[config.mk]
export PLATFORM = sky130hd
export DESIGN_NAME = control_unit_fsm
export DESIGN_NICKNAME = d
export VERILOG_FILES = /design/src/rtl/control_unit_fsm.sv
export SDC_FILE = /design/constraint.sdc
export NUM_CORES = 1
export LEC_CHECK = 0
export ABC_AREA = 1
export CORE_MARGIN = 3
export CORE_UTILIZATION = 35
export CTS_CLUSTER_DIAMETER = 80
export DETAILED_ROUTE_END_ITERATION = 12
export GPL_TIMING_DRIVEN = 0
export PLACE_DENSITY_LB_ADDON = 0.12
export SLEW_MARGIN = 40
export SYNTH_ARGS = -nofsm -noshare
export SYNTH_HDL_FRONTEND = slang
export SYNTH_SLANG_ARGS = --single-unit
[constraint.sdc]
create_clock -name clk -period 3.6 [get_ports clk]
set_input_delay 0.72 -clock clk [delete_from_list [all_inputs] [get_ports clk]]
set_output_delay 0.72 -clock clk [all_outputs]
set_load 0.005 [all_outputs]
[src/rtl/control_unit_fsm.sv]
// Multi-cycle MIPS-style control unit: sequences fetch/decode/execute/memory/writeback
// and traps on illegal opcodes or memory handshakes that exceed MEM_TIMEOUT cycles.
module control_unit_fsm #(
   parameter int unsigned MEM_TIMEOUT = 255
) (
   input  logic       clk,
   input  logic       reset,
   input  logic [5:0] opcode,
   input  logic [5:0] funct,
   input  logic       zeroFlag,
   input  logic       mem_ready,
   output logic [5:0] operation,
   output logic       alu_src_a,
   output logic [1:0] alu_src_b,
   output logic       mem_read,
   output logic       mem_write,
   output logic       i_or_d,
   output logic       ir_write,
   output logic       pc_write,
   output logic [1:0] pc_src,
   output logic       reg_write,
   output logic       reg_dst,
   output logic       mem_to_reg,
   output logic       trap,
   output logic [3:0] state
);

   localparam logic [3:0] FETCH    = 4'd0;
   localparam logic [3:0] DECODE   = 4'd1;
   localparam logic [3:0] MEM_ADDR = 4'd2;
   localparam logic [3:0] MEM_RD   = 4'd3;
   localparam logic [3:0] MEM_WB   = 4'd4;
   localparam logic [3:0] MEM_WR   = 4'd5;
   localparam logic [3:0] EXEC_R   = 4'd6;
   localparam logic [3:0] R_WB     = 4'd7;
   localparam logic [3:0] EXEC_I   = 4'd8;
   localparam logic [3:0] I_WB     = 4'd9;
   localparam logic [3:0] BRANCH   = 4'd10;
   localparam logic [3:0] JUMP     = 4'd11;
   localparam logic [3:0] TRAP     = 4'd12;

   localparam logic [5:0] OP_RTYPE = 6'b000000;
   localparam logic [5:0] OP_LW    = 6'b100011;
   localparam logic [5:0] OP_SW    = 6'b101011;
   localparam logic [5:0] OP_ADDIU = 6'b001001;
   localparam logic [5:0] OP_BEQ   = 6'b000100;
   localparam logic [5:0] OP_BNE   = 6'b000101;
   localparam logic [5:0] OP_J     = 6'b000010;
   localparam logic [5:0] ALU_ADD  = 6'b100001;
   localparam logic [5:0] ALU_SUB  = 6'b100010;

   // waitCnt holds cycles already waited, so the MEM_TIMEOUT-th idle cycle is the one that traps
   localparam logic [7:0] TMO_LAST = 8'(MEM_TIMEOUT - 1);

   logic [3:0] nextState;
   logic [7:0] waitCnt;
   logic       memWait;
   logic       timeout;

   always_comb begin
      memWait = (state == FETCH) || (state == MEM_RD) || (state == MEM_WR);
      timeout = memWait && !mem_ready && (waitCnt == TMO_LAST);
   end

   always_comb begin
      nextState = state;
      case (state)
         FETCH:    nextState = mem_ready ? DECODE : (timeout ? TRAP : FETCH);
         DECODE: begin
            case (opcode)
               OP_LW, OP_SW:   nextState = MEM_ADDR;
               OP_RTYPE:       nextState = EXEC_R;
               OP_ADDIU:       nextState = EXEC_I;
               OP_BEQ, OP_BNE: nextState = BRANCH;
               OP_J:           nextState = JUMP;
               default:        nextState = TRAP;
            endcase
         end
         MEM_ADDR: nextState = (opcode == OP_LW) ? MEM_RD : ((opcode == OP_SW) ? MEM_WR : TRAP);
         MEM_RD:   nextState = mem_ready ? MEM_WB : (timeout ? TRAP : MEM_RD);
         MEM_WR:   nextState = mem_ready ? FETCH : (timeout ? TRAP : MEM_WR);
         EXEC_R:   nextState = R_WB;
         EXEC_I:   nextState = I_WB;
         MEM_WB, R_WB, I_WB, BRANCH, JUMP: nextState = FETCH;
         TRAP:     nextState = TRAP;
         default:  nextState = TRAP;
      endcase
   end

   always_ff @(posedge clk or posedge reset) begin
      if (reset) begin
         state   <= FETCH;
         waitCnt <= '0;
      end else begin
         state   <= nextState;
         waitCnt <= (memWait && nextState == state) ? waitCnt + 8'd1 : '0;
      end
   end

   always_comb begin
      operation  = ALU_ADD;
      alu_src_a  = 1'b0;
      alu_src_b  = 2'b00;
      mem_read   = 1'b0;
      mem_write  = 1'b0;
      i_or_d     = 1'b0;
      ir_write   = 1'b0;
      pc_write   = 1'b0;
      pc_src     = 2'b00;
      reg_write  = 1'b0;
      reg_dst    = 1'b0;
      mem_to_reg = 1'b0;
      trap       = 1'b0;
      case (state)
         FETCH: begin
            mem_read  = 1'b1;
            alu_src_b = 2'b01;
            ir_write  = mem_ready;
            pc_write  = mem_ready;
         end
         DECODE:   alu_src_b = 2'b11;
         MEM_ADDR: begin alu_src_a = 1'b1; alu_src_b = 2'b10; end
         MEM_RD:   begin i_or_d = 1'b1; mem_read = 1'b1; end
         MEM_WB:   begin reg_write = 1'b1; mem_to_reg = 1'b1; end
         MEM_WR:   begin i_or_d = 1'b1; mem_write = 1'b1; end
         EXEC_R:   begin operation = funct; alu_src_a = 1'b1; end
         R_WB:     begin reg_write = 1'b1; reg_dst = 1'b1; end
         EXEC_I:   begin alu_src_a = 1'b1; alu_src_b = 2'b10; end
         I_WB:     reg_write = 1'b1;
         BRANCH: begin
            operation = ALU_SUB;
            alu_src_a = 1'b1;
            pc_src    = 2'b01;
            pc_write  = (opcode == OP_BEQ) ? zeroFlag : ((opcode == OP_BNE) ? ~zeroFlag : 1'b0);
         end
         JUMP:     begin pc_src = 2'b10; pc_write = 1'b1; end
         TRAP:     trap = 1'b1;
         default: ;
      endcase
      // reset forces FETCH, whose strobes must still stay quiet until release
      if (reset) begin
         mem_read  = 1'b0;
         mem_write = 1'b0;
         ir_write  = 1'b0;
         pc_write  = 1'b0;
         reg_write = 1'b0;
      end
   end

endmodule
==> results.json, run 1 <==
{
  "status": "completed",
  "reg2reg_depth": 9,
  "slew_headroom_pct": 65.2,
  "cts_buffer_depth": 2,
  "crit_type": "in2out",
  "tightest_slew_ns": 0.521,
  "period_share_pct": 85.4,
  "seqCellArea_um2": 300,
  "fin_util_pct": 54.0,
  "path_clk_slew_ns": 0.08,
  "die_area_mm2": 0.00369,
  "grtUsageTotal_pct": 16.9,
  "n_fill_cell": 288,
  "coreArea_mm2": 0.00281,
  "ctsHoldBuffers": 0,
  "holdPathEnd": "waitCnt[0]$_DFF_PP0_",
  "setup.worst_path.start_class": "input pin",
  "path_max_fanout": 13,
  "vdd_drop_max_uv": 236,
  "hold_viol": 0,
  "max-cap-violations": 0,
  "power_density_mw_per_mm2": 477,
  "drive_gt1_share_pct": 9.13,
  "port_buffers": 39,
  "rows": 19,
  "nets": 227,
  "fin_crit_ns": 3.08,
  "synth-main-ff-cell": "dfrtp_1",
  "cts_root_buffer": "clkbuf_4",
  "cts_tree": "built",
  "gr-total-overflow": 0,
  "routedWlPerCell_um": 11.7,
  "cts_setup_buffers": 0,
  "h-tree-depth": 1,
  "worstPathCellList": "clkdlybuf4s50_1 -> inv_1 -> o21ai_0 -> inv_1 -> clkdlybuf4s50_1",
  "finClkSkew_ns": 0.00656,
  "clkSinkCount": 12,
  "hpwlAfterDp_mm": 2.33,
  "crit_path_end_kind": "output pin",
  "yosys_warnings": 0,
  "reg2reg_slack_ns": 1.89,
  "max_freq_ghz": 0.325,
  "syn_inst": 165,
  "cp.arrival_ns": 2.36,
  "ctsResizeCount": 0,
  "critPathRequiredTime_ns": 2.88,
  "diodes": 0,
  "reg2reg_from": "state[3]$_DFF_PP0_",
  "cts_buffers": 3,
  "vias": 1199,
  "fp.dieH_um": 60.8,
  "hold_class": "reg2reg",
  "synthesis.nets": 183,
  "min_from": "waitCnt[0]$_DFF_PP0_",
  "grt_max_degree": 14,
  "syn_to_final_growth_pct": 44.3,
  "via_per_inst": 5.02,
  "firstDrtPassIters": 4,
  "ant_nets": 0,
  "clkLatencyLatePin_ns": 0.27,
  "slew_violations": 0,
  "synth_seq_area_share_pct": 28.6,
  "place_congestion": 0.895,
  "worstReg2RegEnd": "waitCnt[0]$_DFF_PP0_",
  "initial_core_util_pct": 37.4,
  "setup-tns-final_ns": 0,
  "multi_input_area_um2": 639,
  "async_reset_ff_share_pct": 100,
  "rsz0062_at_grt": "no",
  "ys_ff_latch": 12,
  "syn_avg_cell_area_um2": 6.36,
  "cp_slowest_stage_delay_ns": 0.49,
  "antenna_found_initial": 0,
  "power.leakage_nw": 0.728,
  "grt_pass1_vias": 1062,
  "pin_count": 40,
  "wl_mm": 2.80,
  "setup_viol": 0,
  "synth_area_mm2": 0.00105,
  "whs_path_depth": 1,
  "drc": 0,
  "grt_pass1_wl_mm": 4.83,
  "ys_types": 26,
  "drtIter0Drc": 54,
  "cp_slowest_cell": "clkdlybuf4s50_1",
  "die_w_um": 60.8,
  "synth_edf_count": 0
}
cells in the mapped netlist (2+ instances only):
| library cell | count | share of area (%) |
|---|---|---|
| a21oi_1 | 3 | 1.4 |
| dfrtp_1 | 12 | 29 |
| ha_1 | 2 | 2.4 |
| inv_1 | 24 | 8.6 |
| inv_2 | 2 | 0.72 |
| nand2_1 | 33 | 12 |
| nand2_2 | 2 | 1.2 |
| nand3_1 | 16 | 7.6 |
| nand3_2 | 3 | 2.9 |
| nand4_1 | 6 | 3.6 |
| nor2_1 | 36 | 13 |
| nor2_2 | 2 | 1.2 |
| nor2_4 | 2 | 2.1 |
| o21ai_0 | 6 | 2.9 |
| xor2_1 | 5 | 4.2 |
critical path: cells and delay by family:
kind	cells	cell delay [ns]
AOI/OAI and AO/OA	1	0.16
buffers and inverters	4	1.48
where the power goes:
part | switching (mW) | internal, mW | total, mW
Clock | 0.0447 | 0.0614 | 0.106
Combinational | 0.226 | 0.201 | 0.428
Sequential | 0.0341 | 0.154 | 0.189
Total | 0.305 | 0.417 | 0.722
cell usage in the layout, fill, tap and decap left out:
master           synthesis  final
a21oi_1                  3      3
a31oi_1                  1      1
and3_2                   1      1
clkbuf_4                 0      3
clkbuf_8                 0      1
clkdlybuf4s50_1          0     39
clkinv_1                 1      1
dfrtp_1                 12     12
ha_1                     2      2
inv_1                   24     24
inv_2                    2      2
inv_6                    1      1
nand2_1                 33     33
nand2_2                  2      2
nand3_1                 16     16
nand3_2                  3      3
nand4_1                  6      6
nand4_2                  1      1
nor2_1                  36     36
nor2_2                   2      2
nor2_4                   2      2
nor3_1                   1      1
o2111ai_1                1      1
o211a_1                  1      1
o21ai_0                  6      6
o22ai_1                  1      1
or2_2                    1      1
xnor2_1                  1      1
xor2_1                   5      5
layout make-up:
type / instances / area share [%]
repair buffers: 39 / 25.8
flip-flops and latches: 12 / 19.8
multi-input cells: 125 / 42.2
clock buffers: 4 / 2.39
well taps: 31 / 2.56
inverters: 28 / 7.27
layer usage:
layer | track usage, % | wire [µm] | vias up
li1 | - | - | 613
met1 | 23.1 | 1350 | 546
met2 | 26.7 | 1260 | 36
met3 | 3.83 | 152 | 4
met4 | 4.64 | 31 | 0
met5 | 0 | 0 | -
flip-flops by register name, summed over array words and instances, names as in the netlist:
name,cells
waitCnt,8
state,4
worst max-delay path by stage:
stage | from | endpoint | slack [ns] | cells past startpoint
4_1_cts | reset | reg_write | 0.47 | 5
2_1_floorplan | opcode[5] | pc_write | 1.64 | 3
6_report | reset | reg_write | 0.52 | 5
3_3_place_gp | reset | reg_write | 0.49 | 5
5_1_grt | reset | reg_write | 0.38 | 5
3_5_place_dp | reset | reg_write | 0.47 | 5
per-stage QoR:
step / cells / total power [mW] / hold slack, ns / worst slack, ns / area [µm²]
3_3_place_gp: 235 / 0.617 / 0.475 / 0.495 / 1480
2_1_floorplan: 165 / 0.428 / 0.454 / 1.64 / 1050
6_report: 239 / 0.722 / 0.499 / 0.525 / 1520
4_1_cts: 239 / 0.729 / 0.497 / 0.472 / 1520
3_5_place_dp: 235 / 0.616 / 0.486 / 0.472 / 1480
5_1_grt: 239 / 0.791 / 0.536 / 0.379 / 1520
cell families (layout without fill, tap and decap cells):
| logic type | after synthesis | in the layout | synth area share [%] |
|---|---|---|---|
| AOI/OAI and AO/OA | 13 | 13 | 7.27 |
| xor gates and xnor gates | 6 | 6 | 5.01 |
| adders and majority gates | 2 | 2 | 2.38 |
| buffers and inverters | 28 | 71 | 10.5 |
| DFF | 12 | 12 | 28.6 |
| and+or+nand+nor | 104 | 104 | 46.2 |
Power figures use the tool's default switching activity.
==> inputs of run 2 (changes only) <==
--- a/config.mk
+++ b/config.mk
@@ -10,6 +10,7 @@
 export CORE_UTILIZATION = 35
 export CTS_CLUSTER_DIAMETER = 80
 export DETAILED_ROUTE_END_ITERATION = 12
+export GPL_ROUTABILITY_DRIVEN = 0
 export GPL_TIMING_DRIVEN = 0
 export PLACE_DENSITY_LB_ADDON = 0.12
 export SLEW_MARGIN = 40
==> results of run 2 <==
No change in the layout: final DEF, timing and power equal those of run 1.
==> inputs of run 3 (changes only) <==
--- a/config.mk
+++ b/config.mk
@@ -10,7 +10,6 @@
 export CORE_UTILIZATION = 35
 export CTS_CLUSTER_DIAMETER = 80
 export DETAILED_ROUTE_END_ITERATION = 12
-export GPL_ROUTABILITY_DRIVEN = 0
 export GPL_TIMING_DRIVEN = 0
 export PLACE_DENSITY_LB_ADDON = 0.12
 export SLEW_MARGIN = 40
==> results of run 3 <==
No change in the layout: final DEF, timing and power equal those of run 1.
